`config.mk`:
```
export PLATFORM = sky130hd
export DESIGN_NAME = icache_direct
export DESIGN_NICKNAME = d
export VERILOG_FILES = /design/src/rtl/icache_direct.sv
export SDC_FILE = /design/constraint.sdc
export NUM_CORES = 2
export LEC_CHECK = 0
export CELL_PAD_IN_SITES_DETAIL_PLACEMENT = 0
export CELL_PAD_IN_SITES_GLOBAL_PLACEMENT = 1
export CORE_UTILIZATION = 45
export DETAILED_ROUTE_END_ITERATION = 7
export GPL_TIMING_DRIVEN = 0
export PLACE_DENSITY_LB_ADDON = 0.1
export SLEW_MARGIN = 25
export SYNTH_ARGS = -nofsm -noshare
export SYNTH_HDL_FRONTEND = slang
export SYNTH_SLANG_ARGS = --single-unit
```
`constraint.sdc`:
```
create_clock -name clk -period 11.03 [get_ports clk]
set_clock_uncertainty 0.15 [all_clocks]
set_input_delay 2.206 -clock clk [delete_from_list [all_inputs] [get_ports clk]]
set_output_delay 2.206 -clock clk [all_outputs]
set_load 0.05 [all_outputs]
```
`src/rtl/icache_direct.sv`:
```
// Direct-mapped instruction cache with one-word lines. Hits return in one cycle;
// a miss issues a single word fetch to the memory controller and fills the line.
module icache_direct #(
   parameter int INDEX_BITS = 6
) (
   input  logic        clk,
   input  logic        rst,
   input  logic        rdy,
   input  logic        rollback,
   input  logic [31:0] fetch_pc,
   input  logic        fetch_req,
   output logic        ins_valid,
   output logic [31:0] ins_out,
   output logic [31:0] mem_pc,
   output logic        mem_miss_sgn,
   input  logic        mem_finish,
   input  logic [31:0] mem_ins
);
   localparam int LINES = 1 << INDEX_BITS;
   localparam int TAG_W = 30 - INDEX_BITS;

   localparam logic [0:0] IDLE = 1'b0;
   localparam logic [0:0] MISS = 1'b1;

   logic [0:0]            state;
   logic [LINES-1:0]      valid;
   logic [TAG_W-1:0]      tag_arr  [LINES];
   logic [31:0]           data_arr [LINES];

   logic [INDEX_BITS-1:0] idx;
   logic [INDEX_BITS-1:0] miss_idx;
   logic [TAG_W-1:0]      tag;
   logic [TAG_W-1:0]      miss_tag;
   logic                  hit;
   logic                  fill;
   logic                  unused_pc_bits;

   assign idx            = fetch_pc[INDEX_BITS+1:2];
   assign tag            = fetch_pc[31:INDEX_BITS+2];
   assign unused_pc_bits = ^fetch_pc[1:0];

   // mem_pc doubles as the miss register: its index/tag fields address the fill.
   assign miss_idx = mem_pc[INDEX_BITS+1:2];
   assign miss_tag = mem_pc[31:INDEX_BITS+2];

   assign hit  = valid[idx] && (tag_arr[idx] == tag);
   assign fill = rst && rdy && !rollback && (state == MISS) && mem_finish;

   // Dropping the request in the finish cycle keeps the controller from restarting it.
   assign mem_miss_sgn = (state == MISS) && !mem_finish;

   always_ff @(posedge clk) begin
      if (!rst) begin
         valid     <= '0;
         state     <= IDLE;
         ins_valid <= 1'b0;
         ins_out   <= '0;
         mem_pc    <= '0;
      end else if (rdy) begin
         if (rollback) begin
            state     <= IDLE;
            ins_valid <= 1'b0;
         end else if (state == IDLE) begin
            if (fetch_req && hit) begin
               ins_out   <= data_arr[idx];
               ins_valid <= 1'b1;
            end else if (fetch_req) begin
               mem_pc    <= {fetch_pc[31:2], 2'b00};
               state     <= MISS;
               ins_valid <= 1'b0;
            end else begin
               ins_valid <= 1'b0;
            end
         end else if (mem_finish) begin
            valid[miss_idx] <= 1'b1;
            ins_out         <= mem_ins;
            ins_valid       <= 1'b1;
            state           <= IDLE;
         end
      end
   end

   // Tag/data arrays carry no reset; the valid bits alone gate their use.
   always_ff @(posedge clk) begin
      if (fill) begin
         tag_arr[miss_idx]  <= miss_tag;
         data_arr[miss_idx] <= mem_ins;
      end
   end

endmodule

```
==> summary.txt <==
Critical path
  – Arr. time, crit path: 9.57 ns
  – CP Max Fanout: 10
  – Crit path capture type: register
  – Required time worst endpoint: 11.69 ns
  – Startpoint Class: input pin
  – CP Class: in2reg

Drt
  – DR WL/cell: 44.51 µm
  – WL final: 524900 µm
  – DRT Pass-1 Iters: 6
  – Residual DRC: 0
  – DRT iter0 DRCs: 12.26k
  – Post-route ant nets: 0
  – Vias: 77.04k
  – Vias per cell: 6.533

Timing
  – Setup repair after global routing missed its margin: no
  – Final hold viol count: 0
  – Endpoints failing setup: 0
  – Tcrit/Tclk final: 80.77%
  – Slew @ Worst Pin: 1.178 ns
  – Slew margin rel.: 21.48%
  – Slew Limit Fails: 0
  – Final min period: 8.909 ns
  – FMAX: 112.2 MHz

Clock network
  – Setup repair bufs after CTS: 0
  – Clk Latency, worst-skew pair: 1.00 ns
  – Clock Tree Root: clkbuf_16
  – CTS tree: yes
  – H-tree depth: 5
  – Worst-path clk slew: 0.06 ns
  – CTS Hold Bufs: 0
  – Post_cts resized: 0
  – Clock Path Buffers: 4
  – TritonCTS buffer count: 394
  – Clock sink total: 3712

Placed design
  – Hpwl dp: 374000 µm
  – Placed cells: 11.05k
  – Buffers added on ports: 127
  – Area of placed instances: 159700 µm²
  – GP Congestion: 0.8463

Power
  – Clock power share: 43.3%
  – Peak VDD IR: 0.1500 mV
  – Cell Pwr Density: 173.9 nW/µm²
  – Switching part of the total: 22.05%
  – Overall power: 29.95 mW
  – P_sw: 6.603 mW
  – Cell-internal power: 23.34 mW
  – P_leak: 53.84 nW
  – Comb power frac: 5.1%
  – Seq pwr share: 51.6%

Logic synthesis
  – Ys Warns: 0
  – Post-synthesis sequential area ratio: 77.37%
  – Post-synthesis cell count: 6334
  – Synth async-reset ratio: 0%
  – Netlist cell types: 74
  – Netlist Area Pre-Place: 142400 µm²
  – Top FF cell, synth: edfxtp_1
  – FF+latch count, synth: 3712
  – Syn avg cell area: 22.48 µm²
  – Post-synth EDFFs: 3584

Cells and area
  – Synth-to-layout area growth: 20.92%
  – Final Instance Count excl. Fillers: 11.79k
  – Commonest non-fill, non-tap cells in the layout: edfxtp_1, mux4_2, clkbuf_16, mux2i_1, buf_16
  – Fillers: 23.81k
  – Final instance area: 172200 µm²
  – Commonest non-fill, non-tap cell in the layout: edfxtp_1
  – Layout cells sized above 1: 31.05%
  – Nets: 7359

Floorplan
  – Die Height: 564.6 µm
  – # IOs: 136
  – Std-Cell Rows: 206
  – Core area: 315000 µm²
  – Die ar.: 318700 µm²
  – Die width: 564.6 µm
  – Initial core utilization: 45.21%

Global routing
  – Gr usage total: 33.01%
  – Vias in the first global route: 75.01k
  – GRT busiest layer: met2
  – Remaining Overflow, GRT: 0
  – GRT met2 Usage: 54.29%
  – GR Layer Usage met3: 4.917%
  – First-pass GRT wire length: 691000 µm
  – Met1 GRT Util: 43.61%
  – Largest net degree at the start of global routing: 67
  – Initial antenna violation count: 39

Worst hold path
  – Hold WC Path Type: reg2reg

Run
  – Max-cap violations: 0

Status
  – Status: completed
[synthesized netlist by cell type (12+ instances only)]
cell type  count  area share (%)
edfxtp_1    3584              76
mux4_2       939              15
mux2i_1      317             2.2
nand2_1      159            0.42
buf_2        142            0.50
clkbuf_1     140            0.37
nor2_1       133            0.35
dfxtp_1      128             1.8
a22oi_1      117            0.62
nand3_1       76            0.27
a21o_1        66            0.35
a21oi_1       43            0.15
o21ai_0       41            0.14
nor3b_1       38            0.20
nand4_1       30            0.13
nor3_1        28           0.098
buf_1         26           0.069
buf_4         26            0.14
buf_6         22            0.17
nor3_2        20            0.14
nor2b_1       17           0.075
a221oi_1      15           0.092
mux2_2        15            0.12
a32oi_1       14           0.086
and3_1        13           0.057
a22o_1        12           0.074
[area by class of cell]
cell class              instances  area (µm²)  share of cell area [%]
diodes                         16       40.04                 0.02325
well taps                    4160        5205                   3.023
flip-flops and latches       3712      110200                   64.02
repair buffers                558       11360                   6.597
plain buffers                 356        1877                   1.090
inverters                       9       33.78                 0.01962
clock buffers                 518       10690                   6.207
multi-input cells            2258       31000                   18.01
clock inverters               205        1742                   1.011
[registers in the layout, indices dropped and copies added (netlist names)]
| register | flops |
|---|---|
| data_arr | 2048 |
| tag_arr | 1536 |
| valid | 64 |
| ins_out | 32 |
| mem_pc | 30 |
| ins_valid | 1 |
| state | 1 |
[worst max-delay path, cell delays in order]
cell	delay (ns)
clkdlybuf4s50_1	0.54
buf_2	0.35
buf_2	0.32
buf_2	0.45
buf_2	0.55
clkbuf_2	0.58
a21oi_1	0.21
a32oi_1	0.65
mux2i_1	0.48
o2111ai_1	0.17
nor4_1	0.83
nand4_1	0.75
buf_2	0.48
buf_1	0.43
nor2_1	0.42
nor3_2	0.06
[worst paths after layout]
check,startpoint,end,slack [ns],cells after the start
max,fetch_pc[5],ins_out[28],2.12,16
min,valid[46],valid[46],0.30,1
max reg2reg,tag_arr[62][1],ins_out[28],5.18,12
min reg2reg,valid[46],valid[46],0.30,1
[routing by layer]
metal | vias to the layer above | share of wire, %
li1 | 28920 | -
met1 | 42360 | 37
met2 | 4705 | 49
met3 | 1033 | 8.5
met4 | 16 | 5.4
met5 | - | 0.019
[stage by stage]
| step | TNS, ns | hold slack (ns) | utilization, % | setup slack [ns] |
|---|---|---|---|---|
| after floorplan | 0 | 0.2711 | - | 5.005 |
| after detailed placement | 0 | 0.2848 | 50.71 | 1.385 |
| after CTS | 0 | 0.2986 | 54.66 | 2.361 |
| final | 0 | 0.2969 | 54.67 | 2.121 |
| after global placement | -9377.83 | 0.2773 | 47.27 | -3.600 |
| after global routing | 0 | 0.3053 | 54.66 | 2.513 |
[power by group through the flow]
stage / Combinational, mW / Clock, mW / Sequential, mW
3_5_place_dp: 1.51 / 0 / 15.8
3_3_place_gp: 1.40 / 0 / 15.8
4_1_cts: 1.51 / 13.1 / 15.5
6_report: 1.52 / 13.0 / 15.5
5_1_grt: 1.55 / 13.6 / 15.4
2_1_floorplan: 0.711 / 0 / 15.8
[kinds of logic after synthesis]
kind of cell	Yosys count	share of synthesized area (%)
AND/OR/NAND/NOR	579	2.085
XOR/XNOR	14	0.08610
flip-flops	3712	77.37
other	1	0.002633
buffers and inverters	365	1.271
AO/OA/AOI/OAI	392	1.987
multiplexers	1271	17.20
(Power assumes the default switching activity.)
